--- config.mk ---
export PLATFORM = sky130hd
export DESIGN_NAME = arbitro_bus_datos_flat
export DESIGN_NICKNAME = d
export VERILOG_FILES = /design/src/rtl/arbitro_bus_datos_pkg.sv /design/src/rtl/arbitro_bus_datos_if.sv /design/src/rtl/temporizador_bus.sv /design/src/rtl/arbitro_bus_datos.sv /design/src/flat_wrapper.sv
export SDC_FILE = /design/constraint.sdc
export NUM_CORES = 1
export LEC_CHECK = 0
export ABC_AREA = 1
export CAP_MARGIN = 0
export CORE_MARGIN = 1
export CORE_UTILIZATION = 47
export CTS_CLUSTER_SIZE = 8
export DETAILED_ROUTE_END_ITERATION = 16
export GPL_TIMING_DRIVEN = 0
export PLACE_DENSITY = 0.85
export SETUP_SLACK_MARGIN = 0.05
export SKIP_CTS_REPAIR_TIMING = 1
export SLEW_MARGIN = 10
export SYNTH_ARGS = -nofsm -noshare
export SYNTH_HDL_FRONTEND = slang
export SYNTH_SLANG_ARGS = --single-unit
export TNS_END_PERCENT = 20
--- constraint.sdc ---
create_clock -name i_Clk -period 2.9 [get_ports i_Clk]
set_clock_uncertainty 0.2 [all_clocks]
set_input_delay 0.58 -clock i_Clk [delete_from_list [all_inputs] [get_ports i_Clk]]
set_output_delay 0.58 -clock i_Clk [all_outputs]
set_load 0.02 [all_outputs]
--- src/rtl/arbitro_bus_datos_pkg.sv ---
`default_nettype none
// ============================================================================
// Module      : arbitro_bus_datos_pkg
// Description : Shared definitions for the two-master data-bus arbiter:
//               FSM state encoding, bus direction constants, master count,
//               default timeout and the owner-to-one-hot helper.
// Ports       : none (package)
// Revision    : 1.0 - initial release
// ============================================================================
package arbitro_bus_datos_pkg;

    typedef enum logic [1:0] {
        ST_IDLE   = 2'd0,
        ST_ACCESS = 2'd1,
        ST_DONE   = 2'd2
    } estado_t;

    localparam int unsigned c_NUM_MASTERS = 2;
    localparam int unsigned c_TIMEOUT_DEF = 15;
    localparam int unsigned c_CNT_W       = 8;

    localparam logic RW_WRITE = 1'b1;
    localparam logic RW_READ  = 1'b0;

    // Master index (0 = CPU core, 1 = peripheral/DMA) to one-hot vector.
    function automatic logic [c_NUM_MASTERS-1:0] one_hot(input logic idx);
        return idx ? 2'b10 : 2'b01;
    endfunction

endpackage
`default_nettype wire

--- src/rtl/arbitro_bus_datos_if.sv ---
`default_nettype none
// ============================================================================
// Module      : arbitro_bus_datos_if
// Description : Request/grant and external data-bus signal bundle.
//               slave  : arbiter view (requests and bus responses in,
//                        grant/status and external bus strobes out).
//               master : requester/environment view (directions reversed).
// Ports       : i_Req, i_Addr, i_Data, i_RW, i_Dato_Bus, i_Ack,
//               o_Grant, o_Done, o_Err, o_Dato_Rd, o_Addres_Data_Bus,
//               o_DataOut_Bus, RW, o_Bus_Req
// Revision    : 1.0 - initial release
// ============================================================================
interface arbitro_bus_datos_if;
    import arbitro_bus_datos_pkg::*;

    logic [c_NUM_MASTERS-1:0] i_Req;
    logic [15:0]              i_Addr;
    logic [15:0]              i_Data;
    logic [c_NUM_MASTERS-1:0] i_RW;
    logic [7:0]               i_Dato_Bus;
    logic                     i_Ack;
    logic [c_NUM_MASTERS-1:0] o_Grant;
    logic [c_NUM_MASTERS-1:0] o_Done;
    logic [c_NUM_MASTERS-1:0] o_Err;
    logic [7:0]               o_Dato_Rd;
    logic [7:0]               o_Addres_Data_Bus;
    logic [7:0]               o_DataOut_Bus;
    logic                     RW;
    logic                     o_Bus_Req;

    modport slave (
        input  i_Req, i_Addr, i_Data, i_RW, i_Dato_Bus, i_Ack,
        output o_Grant, o_Done, o_Err, o_Dato_Rd, o_Addres_Data_Bus,
               o_DataOut_Bus, RW, o_Bus_Req
    );

    modport master (
        output i_Req, i_Addr, i_Data, i_RW, i_Dato_Bus, i_Ack,
        input  o_Grant, o_Done, o_Err, o_Dato_Rd, o_Addres_Data_Bus,
               o_DataOut_Bus, RW, o_Bus_Req
    );

endinterface
`default_nettype wire

--- src/rtl/temporizador_bus.sv ---
`default_nettype none
// ============================================================================
// Module      : temporizador_bus
// Description : Access timeout counter. Cleared while i_clr is high, counts
//               while i_en is high. o_tc flags the cycle whose closing edge
//               would be the TIMEOUT-th counted edge, so the owner of the
//               counter can leave on exactly that edge.
// Ports       : i_Clk, i_Rst (async, active-high), i_clr, i_en, o_tc
// Revision    : 1.0 - initial release
// ============================================================================
module temporizador_bus
    import arbitro_bus_datos_pkg::*;
#(
    parameter int unsigned TIMEOUT = c_TIMEOUT_DEF
) (
    input  wire logic i_Clk,
    input  wire logic i_Rst,
    input  wire logic i_clr,
    input  wire logic i_en,
    output logic      o_tc
);

    logic [c_CNT_W-1:0] cnt_q;
    logic [c_CNT_W-1:0] cnt_d;

    always_comb begin
        cnt_d = cnt_q;
        if (i_clr) begin
            cnt_d = '0;
        end else if (i_en) begin
            cnt_d = cnt_q + c_CNT_W'(1);
        end
    end

    always_ff @(posedge i_Clk or posedge i_Rst) begin
        if (i_Rst) begin
            cnt_q <= '0;
        end else begin
            cnt_q <= cnt_d;
        end
    end

    // cnt_q holds the number of edges already spent; the current one is next.
    assign o_tc = i_en && (cnt_q == c_CNT_W'(TIMEOUT - 1));

endmodule
`default_nettype wire

--- src/rtl/arbitro_bus_datos.sv ---
`default_nettype none
// ============================================================================
// Module      : arbitro_bus_datos
// Description : Round-robin arbiter granting one of two masters access to an
//               external 8-bit data bus. IDLE -> ACCESS -> DONE, with an
//               access timeout. All outputs are registered.
// Ports       : i_Clk, i_Rst (async, active-high),
//               bus (arbitro_bus_datos_if.slave): requests, addresses, write
//               data, directions, grant/done/error, read data and the
//               external bus strobe/address/data/direction.
// Revision    : 1.0 - initial release
// ============================================================================
module arbitro_bus_datos
    import arbitro_bus_datos_pkg::*;
#(
    parameter int unsigned TIMEOUT = c_TIMEOUT_DEF
) (
    input  wire logic           i_Clk,
    input  wire logic           i_Rst,
    arbitro_bus_datos_if.slave  bus
);

    estado_t                  state_q, state_d;
    logic                     owner_q, owner_d;
    logic                     last_q, last_d;
    logic [c_NUM_MASTERS-1:0] grant_q, grant_d;
    logic [c_NUM_MASTERS-1:0] done_q, done_d;
    logic [c_NUM_MASTERS-1:0] err_q, err_d;
    logic [7:0]               dato_rd_q, dato_rd_d;
    logic [7:0]               addr_q, addr_d;
    logic [7:0]               dout_q, dout_d;
    logic                     rw_q, rw_d;
    logic                     bus_req_q, bus_req_d;

    logic w_win;
    logic w_en;
    logic w_tc;

    // On a tie the master that was not served last wins.
    assign w_win = (&bus.i_Req) ? ~last_q : bus.i_Req[1];
    assign w_en  = (state_q == ST_ACCESS);

    temporizador_bus #(
        .TIMEOUT (TIMEOUT)
    ) u_temporizador (
        .i_Clk (i_Clk),
        .i_Rst (i_Rst),
        .i_clr (~w_en),
        .i_en  (w_en),
        .o_tc  (w_tc)
    );

    always_comb begin
        state_d   = state_q;
        owner_d   = owner_q;
        last_d    = last_q;
        grant_d   = grant_q;
        done_d    = '0;
        err_d     = '0;
        dato_rd_d = dato_rd_q;
        addr_d    = addr_q;
        dout_d    = dout_q;
        rw_d      = rw_q;
        bus_req_d = bus_req_q;

        unique case (state_q)
            ST_IDLE: begin
                if (|bus.i_Req) begin
                    state_d   = ST_ACCESS;
                    owner_d   = w_win;
                    grant_d   = one_hot(w_win);
                    addr_d    = w_win ? bus.i_Addr[15:8] : bus.i_Addr[7:0];
                    dout_d    = w_win ? bus.i_Data[15:8] : bus.i_Data[7:0];
                    rw_d      = bus.i_RW[w_win];
                    bus_req_d = 1'b1;
                end
            end
            ST_ACCESS: begin
                // An acknowledge on the terminal-count cycle still completes
                // normally; the error is only raised when no ack arrived.
                if (bus.i_Ack || w_tc) begin
                    state_d   = ST_DONE;
                    done_d    = one_hot(owner_q);
                    if (!bus.i_Ack) begin
                        err_d = one_hot(owner_q);
                    end
                    if (bus.i_Ack && (rw_q != RW_WRITE)) begin
                        dato_rd_d = bus.i_Dato_Bus;
                    end
                    grant_d   = '0;
                    bus_req_d = 1'b0;
                    rw_d      = RW_READ;
                end
            end
            ST_DONE: begin
                state_d = ST_IDLE;
                last_d  = owner_q;
            end
            default: begin
                state_d = ST_IDLE;
            end
        endcase
    end

    always_ff @(posedge i_Clk or posedge i_Rst) begin
        if (i_Rst) begin
            state_q   <= ST_IDLE;
            owner_q   <= 1'b0;
            last_q    <= 1'b1;
            grant_q   <= '0;
            done_q    <= '0;
            err_q     <= '0;
            dato_rd_q <= '0;
            addr_q    <= '0;
            dout_q    <= '0;
            rw_q      <= 1'b0;
            bus_req_q <= 1'b0;
        end else begin
            state_q   <= state_d;
            owner_q   <= owner_d;
            last_q    <= last_d;
            grant_q   <= grant_d;
            done_q    <= done_d;
            err_q     <= err_d;
            dato_rd_q <= dato_rd_d;
            addr_q    <= addr_d;
            dout_q    <= dout_d;
            rw_q      <= rw_d;
            bus_req_q <= bus_req_d;
        end
    end

    assign bus.o_Grant           = grant_q;
    assign bus.o_Done            = done_q;
    assign bus.o_Err             = err_q;
    assign bus.o_Dato_Rd         = dato_rd_q;
    assign bus.o_Addres_Data_Bus = addr_q;
    assign bus.o_DataOut_Bus     = dout_q;
    assign bus.RW                = rw_q;
    assign bus.o_Bus_Req         = bus_req_q;

endmodule
`default_nettype wire

--- src/flat_wrapper.sv ---
// flat-port wrapper written by rule: the top's interface ports become plain ports
module arbitro_bus_datos_flat import arbitro_bus_datos_pkg::*;
#(
    parameter int unsigned TIMEOUT = c_TIMEOUT_DEF
)
  (i_Clk, i_Rst, bus_i_Req, bus_i_Addr, bus_i_Data, bus_i_RW, bus_i_Dato_Bus, bus_i_Ack, bus_o_Grant, bus_o_Done, bus_o_Err, bus_o_Dato_Rd, bus_o_Addres_Data_Bus, bus_o_DataOut_Bus, bus_RW, bus_o_Bus_Req);
  arbitro_bus_datos_if bus_i ();
  input  wire logic i_Clk;
  input  wire logic i_Rst;
  input wire logic [$bits(bus_i.i_Req)-1:0] bus_i_Req;
  input wire logic [$bits(bus_i.i_Addr)-1:0] bus_i_Addr;
  input wire logic [$bits(bus_i.i_Data)-1:0] bus_i_Data;
  input wire logic [$bits(bus_i.i_RW)-1:0] bus_i_RW;
  input wire logic [$bits(bus_i.i_Dato_Bus)-1:0] bus_i_Dato_Bus;
  input wire logic [$bits(bus_i.i_Ack)-1:0] bus_i_Ack;
  output wire logic [$bits(bus_i.o_Grant)-1:0] bus_o_Grant;
  output wire logic [$bits(bus_i.o_Done)-1:0] bus_o_Done;
  output wire logic [$bits(bus_i.o_Err)-1:0] bus_o_Err;
  output wire logic [$bits(bus_i.o_Dato_Rd)-1:0] bus_o_Dato_Rd;
  output wire logic [$bits(bus_i.o_Addres_Data_Bus)-1:0] bus_o_Addres_Data_Bus;
  output wire logic [$bits(bus_i.o_DataOut_Bus)-1:0] bus_o_DataOut_Bus;
  output wire logic [$bits(bus_i.RW)-1:0] bus_RW;
  output wire logic [$bits(bus_i.o_Bus_Req)-1:0] bus_o_Bus_Req;
  assign bus_i.i_Req = bus_i_Req;
  assign bus_i.i_Addr = bus_i_Addr;
  assign bus_i.i_Data = bus_i_Data;
  assign bus_i.i_RW = bus_i_RW;
  assign bus_i.i_Dato_Bus = bus_i_Dato_Bus;
  assign bus_i.i_Ack = bus_i_Ack;
  assign bus_o_Grant = bus_i.o_Grant;
  assign bus_o_Done = bus_i.o_Done;
  assign bus_o_Err = bus_i.o_Err;
  assign bus_o_Dato_Rd = bus_i.o_Dato_Rd;
  assign bus_o_Addres_Data_Bus = bus_i.o_Addres_Data_Bus;
  assign bus_o_DataOut_Bus = bus_i.o_DataOut_Bus;
  assign bus_RW = bus_i.RW;
  assign bus_o_Bus_Req = bus_i.o_Bus_Req;
  arbitro_bus_datos #(.TIMEOUT(TIMEOUT)) u_core (.i_Clk(i_Clk), .i_Rst(i_Rst), .bus(bus_i));
endmodule
* After elaboration in Yosys (flattened, before gate mapping)
Index checks and enable logic that the tools add are counted.
** Word-level totals
- Register bits :: 44
- Input port bits :: 47
** Operators by class
- Add/sub/neg operators :: 1
- Magnitude comparators :: 1
- Equal/unequal tests :: 5
- Mux-type cells :: 24
- Bitwise gates (word level) :: 2
- Reduce and logical (&&, ||, !) cells :: 11
** Operators by type and width (number)
- 8-bit two-way mux :: 3
- 2-bit two-way mux :: 11
- 8-bit by 1-bit adder with 8-bit output, second input constant :: 1
- 8-bit by 4-bit == test with 1-bit output, second input constant :: 1
- 2-bit case mux with 2 select lines :: 2
- 1-bit two-way mux :: 6
- 2-bit AND reduction :: 3
- 3-bit AND reduction :: 2
- 2-bit by 1-bit inequality test with 1-bit output, second input constant :: 2
- 1-bit case mux with 2 select lines :: 2
- 2-bit by 1-bit == test with 1-bit output, second input constant :: 1
- 2-bit == test, second input constant :: 1
- 1-bit logical AND :: 2
- 2-bit zero test :: 1
- 1-bit by 2-bit < comparator with 1-bit output, second input constant :: 1
- 1-bit inverter :: 2
- 2-bit nonzero test :: 1
- 2-bit OR reduction :: 1
- 1-bit logical OR :: 1

* Longest topological paths before layout
Gate-level depths: netlist of the first run.
- Depth in word-level cells :: 6
- Depth in mapped cells :: 9

* Modules after synthesis
From an unflattened synthesis of the first run, not the netlist that was laid out.
** Second synthesis, totals
- Cell total of the unflattened synthesis :: 246
- Area total of the unflattened synthesis :: 2142.1 sq um
** By module, submodules not included
- arbitro_bus_datos :: times used 1, cells an instance 183, area each 1655.3 sq um
- temporizador_bus :: times used 1, cells an instance 63, area each 486.7 sq um

* Worst setup path after synthesis of the first run
Ideal clock, no wire load.
- Kind :: input port to flip-flop
- Start :: in bus_i_Ack
- End :: reg u_core.dato_rd_q[0], in the netlist u_core.bus.o_Dato_Rd[0]
- Setup time :: 125 ps
- Arrival :: 1249 ps
- Data required time :: 2575 ps
- Setup slack :: 1326 ps
- Stages :: 4
- Buffers on the path :: 0
- Path through :: inv_1 nor2_8 nand2_8 mux2_4
** On the way
- Longest elaborated chain between the ends :: 2
- Elaborated cells on any way between the ends :: 3
- Classes of those cells :: 3 x reduce/logical
** Ends and longest elaborated chain
- from (decl) :: RTL line flat_wrapper.sv:15 : input wire logic [$bits(bus_i.i_Ack)-1:0] bus_i_Ack;
- 1-bit logical AND or 1-bit logical OR (tied branches) :: RTL line arbitro_bus_datos.sv:87, arbitro_bus_datos.sv:81
- 3-bit AND reduction (no line) (*)
- to (signal assigned) :: RTL line arbitro_bus_datos.sv:125 : dato_rd_q <= dato_rd_d;
- to (decl) :: RTL line arbitro_bus_datos.sv:29 : logic [7:0] dato_rd_q, dato_rd_d;
Mark *: on every way between the ends. The rest lies on a longest branch, timed or not.
A chain may end at the register's enable or synchronous reset.

* Worst setup path after layout of the first run
- Start :: reg u_core.rw_q, in the netlist u_core.bus.RW
- End :: out bus_RW
** RTL lines
- from (decl) :: RTL line arbitro_bus_datos.sv:32 : logic rw_q, rw_d;
- from (signal assigned) :: RTL line arbitro_bus_datos.sv:128 : rw_q <= rw_d;
- to (decl) :: RTL line flat_wrapper.sv:22 : output wire logic [$bits(bus_i.RW)-1:0] bus_RW;
No word-level cell between the ends.

==> flow_summary.ini, run 1 <==
[setup_path]
path_cells = clkdlybuf4s50_1
worstPathArrival_ns = 1.44
slowest_delay_ns = 0.67
crit_slowest_cell = clkdlybuf4s50_1
crit_required_ns = 2.12
cp_top_family = buffers and inverters
end_kind = primary output
critPathMaxFanout = 3
cp_num_buf_inv = 1
critPathLaunchType = flip-flop
timing_worst_setup_path_type = reg2out

[synthesis]
ys_ff_latch = 44
synth_top_family_by_area = simple AND/OR/NAND/NOR gates
synth_nets = 251
yosys_warnings = 0
yosysSeqAreaShare_pct = 53.7
synthAdderAreaFrac_pct = 1.22
syn_area_per_cell_um2 = 10.2
synthMuxAreaShare_pct = 5.85
yosysUniqueCellTypes = 30
syn_inst = 202
synth_area_um2 = 2050
synthXorXnorAreaFrac_pct = 0
synth-simple-area-share_pct = 19.6
synth-compound-area-share_pct = 14.8

[routing]
wl_per_cell_um = 13.0
drtAntennaViolNets = 0
dr.first_iter.drc_count = 83
via_per_inst = 4.86
via_count = 1648
drt_pre_antenna_iters = 4
drc = 0
drt-total-wl_um = 4410

[power]
swShare_pct = 39.0
p_sw_mw = 1.13
cellInternalPower_mw = 1.77
peakVddDrop_mv = 0.501
clock_power_share_pct = 13.9
leakage_nw = 1.33
seq_power_share_pct = 35.2
power_density_nw_per_um2 = 962
power_frac_comb_pct = 51.0

[sta]
finalHoldViolCount = 0
rsz0062_at_grt = false
finalMaxSlewViolations = 0
worst_pin_slew_ns = 0.346
maxSlewHeadroom_pct = 76.9
fin_crit_ns = 2.22
finalCritPeriodShare_pct = 76.7
hold_ws_ns = 0.282
finalWorstSetupSlack_ns = 0.677
max_freq_ghz = 0.450
fin_setup_tns_ns = 0
setup_viol = 0

[floorplanning]
start_util_pct = 50.2
dieArea_um2 = 4630
die_x_um = 68.1
die_y_um = 68.1
core_um2 = 4090
num_rows = 23
io-pin-count = 79

[layout]
fin_area_um2 = 3010
area_delta_synth_final_pct = 46.8
fin_nets = 337
drive_gt1_share_pct = 17.6
diodes = 0

[global_route]
grt_pass1_vias = 1603
grt_pass1_wl_um = 7120
antenna_found_initial = 0
grt_overflow = 0
grt_max_degree = 30
grt_use_total_pct = 20.7

[clocking]
clkTransAtPathRegs_ns = 0.09
cts.path.max_buffers = 2
cts_tree = built
h-tree-depth = 2
cts_root_buf = clkbuf_8
clock_sinks = 44
clk_latency_ns = 0.29
cts_made_buffers = 5

[placement]
gp_congestion = 0.868
dpl_cell_area_um2 = 2920
io_buffer_count = 78
place_hpwl_um = 3300
dp_slack_ns = 0.658

[run_status]
status = complete, no violations

[flow_run]
drv_cap = 0

[min_path]
hp-class = reg2reg
## power groups by stage
stage          registers [mW]  clock network, mW  logic (mW)
6_report                 1.02              0.402        1.48
5_1_grt                  1.05              0.436        1.60
4_1_cts                  1.02              0.413        1.50
3_5_place_dp             1.03                  0        1.49
3_3_place_gp             1.01                  0        1.46
2_1_floorplan            1.27                  0       0.622
## synthesized netlist by cell type
cell type | n | area [µm²]
nand2_4 | 2 | 22.5
mux2_4 | 8 | 120
dfstp_2 | 1 | 26.3
buf_2 | 2 | 10.0
o21ai_4 | 1 | 16.3
nor2_4 | 1 | 11.3
a21oi_1 | 5 | 25.0
nor2_8 | 1 | 20.0
inv_1 | 11 | 41.3
inv_6 | 1 | 8.76
nor2_1 | 28 | 105
o21ai_1 | 3 | 15.0
nand3_2 | 1 | 10.0
ha_1 | 2 | 25.0
o21ai_2 | 16 | 140
nand2_8 | 1 | 20.0
nand4_1 | 2 | 12.5
dfrtp_1 | 43 | 1080
inv_2 | 2 | 7.51
a21oi_2 | 1 | 8.76
buf_6 | 1 | 11.3
buf_8 | 1 | 15.0
nand3_1 | 8 | 40.0
nor3_1 | 2 | 10.0
o21ai_0 | 18 | 90.1
nor4_1 | 1 | 6.26
o31ai_1 | 1 | 7.51
nand2_1 | 35 | 131
and2_1 | 2 | 12.5
inv_4 | 1 | 6.26
## state kept, by name, indices dropped and copies added, names as in the netlist
| signal | count |
|---|---|
| u_core.bus.RW | 1 |
| u_core.owner_q | 1 |
| u_core.u_temporizador.cnt_q | 8 |
| u_core.bus.o_Err | 2 |
| u_core.bus.o_Done | 2 |
| u_core.bus.o_Bus_Req | 1 |
| u_core.bus.o_Addres_Data_Bus | 8 |
| u_core.bus.o_Dato_Rd | 8 |
| u_core.last_q | 1 |
| u_core.bus.o_DataOut_Bus | 8 |
| u_core.state_q | 2 |
| u_core.bus.o_Grant | 2 |
## routing by layer
layer	track usage, %	wire length [µm]	vias to the layer above	part of all wire (%)
met1	25.3	1850	747	42
met2	35.0	2240	57	51
li1	-	-	837	-
met3	6.17	267	7	6.1
met5	0	0	-	0
met4	6.25	57	0	1.3
## through the flow
step	util, %	instances	total power [mW]
floorplan	-	202	1.89
global placement	70.9	330	2.47
detailed placement	71.3	331	2.52
CTS	73.7	339	2.93
global route	73.7	339	3.09
finish	73.7	339	2.90
## cell families after synthesis
group	after synthesis
DFF	44
muxes	8
adders and majority gates	2
AOI/OAI and AO/OA	45
and+or+nand+nor	84
buffers and inverters	19
## layout make-up
class / instances / area, µm²
inverter: 15 / 63.8
multi-input combinational: 139 / 850
clock buffer: 6 / 82.6
tap: 50 / 62.6
timing repair buffer: 79 / 801
fill: 302 / 1070
sequential: 44 / 1100
buffer: 4 / 36.3
clock inverter: 2 / 15.0
## cell usage in the layout (no fill, tap or decap), types with 2 or more instances in the layout
cell type | netlist | routed
inv_2 | 2 | 3
o21ai_1 | 3 | 3
o21ai_2 | 16 | 16
buf_2 | 2 | 2
inv_1 | 11 | 10
clkinvlp_4 | 0 | 2
nand3_1 | 8 | 8
nand2_1 | 35 | 35
dfrtp_1 | 43 | 43
nand4_1 | 2 | 2
mux2_4 | 8 | 8
o21ai_0 | 18 | 18
a21oi_1 | 5 | 5
nand2_4 | 2 | 2
clkdlybuf4s50_1 | 0 | 78
ha_1 | 2 | 2
and2_1 | 2 | 2
nor2_1 | 28 | 28
clkbuf_8 | 0 | 6
nor3_1 | 2 | 2
## worst paths after layout
path	slack, ns	to	from	cells after the start
min reg2reg	0.28	u_core.u_temporizador.cnt_q[0]	u_core.u_temporizador.cnt_q[0]	1
max	0.68	bus_RW	u_core.bus.RW	1
max in group asynchronous	1.61	u_core.last_q	i_Rst	3
min	0.28	u_core.u_temporizador.cnt_q[0]	u_core.u_temporizador.cnt_q[0]	1
min in group asynchronous	0.36	u_core.bus.o_Dato_Rd[0]	i_Rst	2
max reg2reg	1.28	u_core.bus.o_Grant[1]	u_core.u_temporizador.cnt_q[0]	9
No activity file was read; power rests on OpenSTA's default activity.
==> inputs of run 2 (changes only) <==
Settings changed: CORE_UTILIZATION 47 to 39, PLACE_DENSITY 0.85 to 0.75.
Clock period 2.9 ns to 1.9 ns, I/O delays scaled along.
==> flow_summary.ini, run 2 (synthesis results as in run 1) <==
[layout]
most-common-layout-cells = 72 x clkdlybuf4s50_1, 43 x dfrtp_1, 35 x nand2_1, 28 x nor2_1, 18 x o21ai_0
drive_gt1_share_pct = 17.6
diodes = 0
area_delta_synth_final_pct = 49.6
layout.cells.non_filler = 359
final_common_cell = clkdlybuf4s50_1
fin_nets = 337
post-route-util_pct = 60.5

[clocking]
cts.path.max_buffers = 2
clock_sinks = 44
cts_root_buf = clkbuf_8
h-tree-depth = 2
clk_latency_ns = 0.30
clkTransAtPathRegs_ns = 0.09
cts_made_buffers = 5
cts_tree = built

[global_route]
met2_usage_pct = 27.3
grt_pass1_vias = 1551
grt_max_degree = 31
grt_pass1_wl_um = 7120
grt.busiest_layer = met2
grtUsageMet3_pct = 4.88
grt_use_total_pct = 16.7
antenna_found_initial = 0
grt_overflow = 0
grt_util_met1_pct = 21.8

[routing]
drt_pre_antenna_iters = 4
dr.first_iter.drc_count = 73
drt-total-wl_um = 4420
drtAntennaViolNets = 0
wl_per_cell_um = 12.3
drc = 0
via_per_inst = 4.68
via_count = 1679

[floorplanning]
io-pin-count = 79
start_util_pct = 40.4
dieArea_um2 = 5560
num_rows = 26
die_x_um = 74.5
die_y_um = 74.5
core_um2 = 5070

[power]
power_density_nw_per_um2 = 1470
peakVddDrop_mv = 0.689
leakage_nw = 1.41

[setup_path]
path_cells = clkdlybuf4s50_1
cp_num_buf_inv = 1
crit_required_ns = 1.32
critPathMaxFanout = 2
crit_slowest_cell = clkdlybuf4s50_1
worstPathArrival_ns = 1.28
cp_top_family = buffers and inverters
end_kind = primary output
timing_worst_setup_path_type = reg2out
critPathLaunchType = flip-flop
slowest_delay_ns = 0.61

[sta]
fin_crit_ns = 1.86
worst_pin_slew_ns = 0.334
rsz0062_at_grt = true
setup_viol = 0
hold_ws_ns = 0.148
finalCritPeriodShare_pct = 97.7
maxSlewHeadroom_pct = 77.7
max_freq_ghz = 0.539
finalMaxSlewViolations = 0
finalHoldViolCount = 0

[placement]
post-place-cells = 351
io_buffer_count = 78
place_hpwl_um = 3240
gp_congestion = 0.726

[flow_run]
drv_cap = 0

[run_status]
status = complete, no violations

[min_path]
hp-class = in2async
run 2: cell count changes in the layout (fill, tap and decap cells not counted):
cell	previous run	this run
bufinv_16	0	1
clkbuf_8	6	5
clkdlybuf4s50_1	78	72
clkinvlp_4	2	1
dlymetal6s2s_1	0	6
inv_6	1	2
run 2: worst paths after layout:
path,slack (ns),depth (start not counted),to,startpoint
max in group asynchronous,0.80,3,u_core.last_q,i_Rst
min reg2reg,0.28,2,u_core.bus.o_Grant[1],u_core.bus.o_Grant[1]
min in group i_Clk,0.28,2,u_core.bus.o_Grant[1],u_core.bus.o_Grant[1]
min,0.15,2,u_core.bus.o_Dato_Rd[5],i_Rst
max reg2reg,0.29,9,u_core.bus.o_Grant[0],u_core.u_temporizador.cnt_q[0]
max,0.04,1,bus_o_Dato_Rd[1],u_core.bus.o_Dato_Rd[1]
run 2: layout make-up:
type | instances | area (µm²)
Fill cell | 456 | 2000
Sequential cell | 44 | 1100
Timing Repair Buffer | 79 | 816
Clock inverter | 3 | 46.3
Tap cell | 70 | 87.6
Inverter | 15 | 63.8
Clock buffer | 5 | 68.8
Multi-Input combinational cell | 139 | 850
Buffer | 4 | 36.3
run 2: per-layer routing:
layer	up-vias	routed length, µm
li1	843	-
met3	4	287
met2	56	2230
met5	-	0
met1	776	1880
met4	0	16
run 2: per-stage QoR:
stage / TNS, ns / setup WS, ns / power (mW) / cell area, µm²
finish: 0 / 0.0445 / 4.51 / 3070
global route: 0 / 0.00682 / 4.78 / 3070
CTS: -0.122 / -0.122 / 4.58 / 3060
detailed placement: -1.71 / -0.133 / 3.83 / 2940
global placement: -27.37 / -0.605 / 3.78 / 2920
floorplan: 0 / 0.291 / 2.89 / 2050
run 2: power breakdown:
part | switching, mW | internal (mW) | total [mW]
Clock | 0.337 | 0.396 | 0.734
Combinational | 1.15 | 1.07 | 2.23
Sequential | 0.234 | 1.32 | 1.55
==> inputs of run 3 (changes only) <==
Settings changed: CTS_CLUSTER_DIAMETER from default to 40.
==> results of run 3 <==
No change in the layout: final DEF, timing and power equal those of run 2.
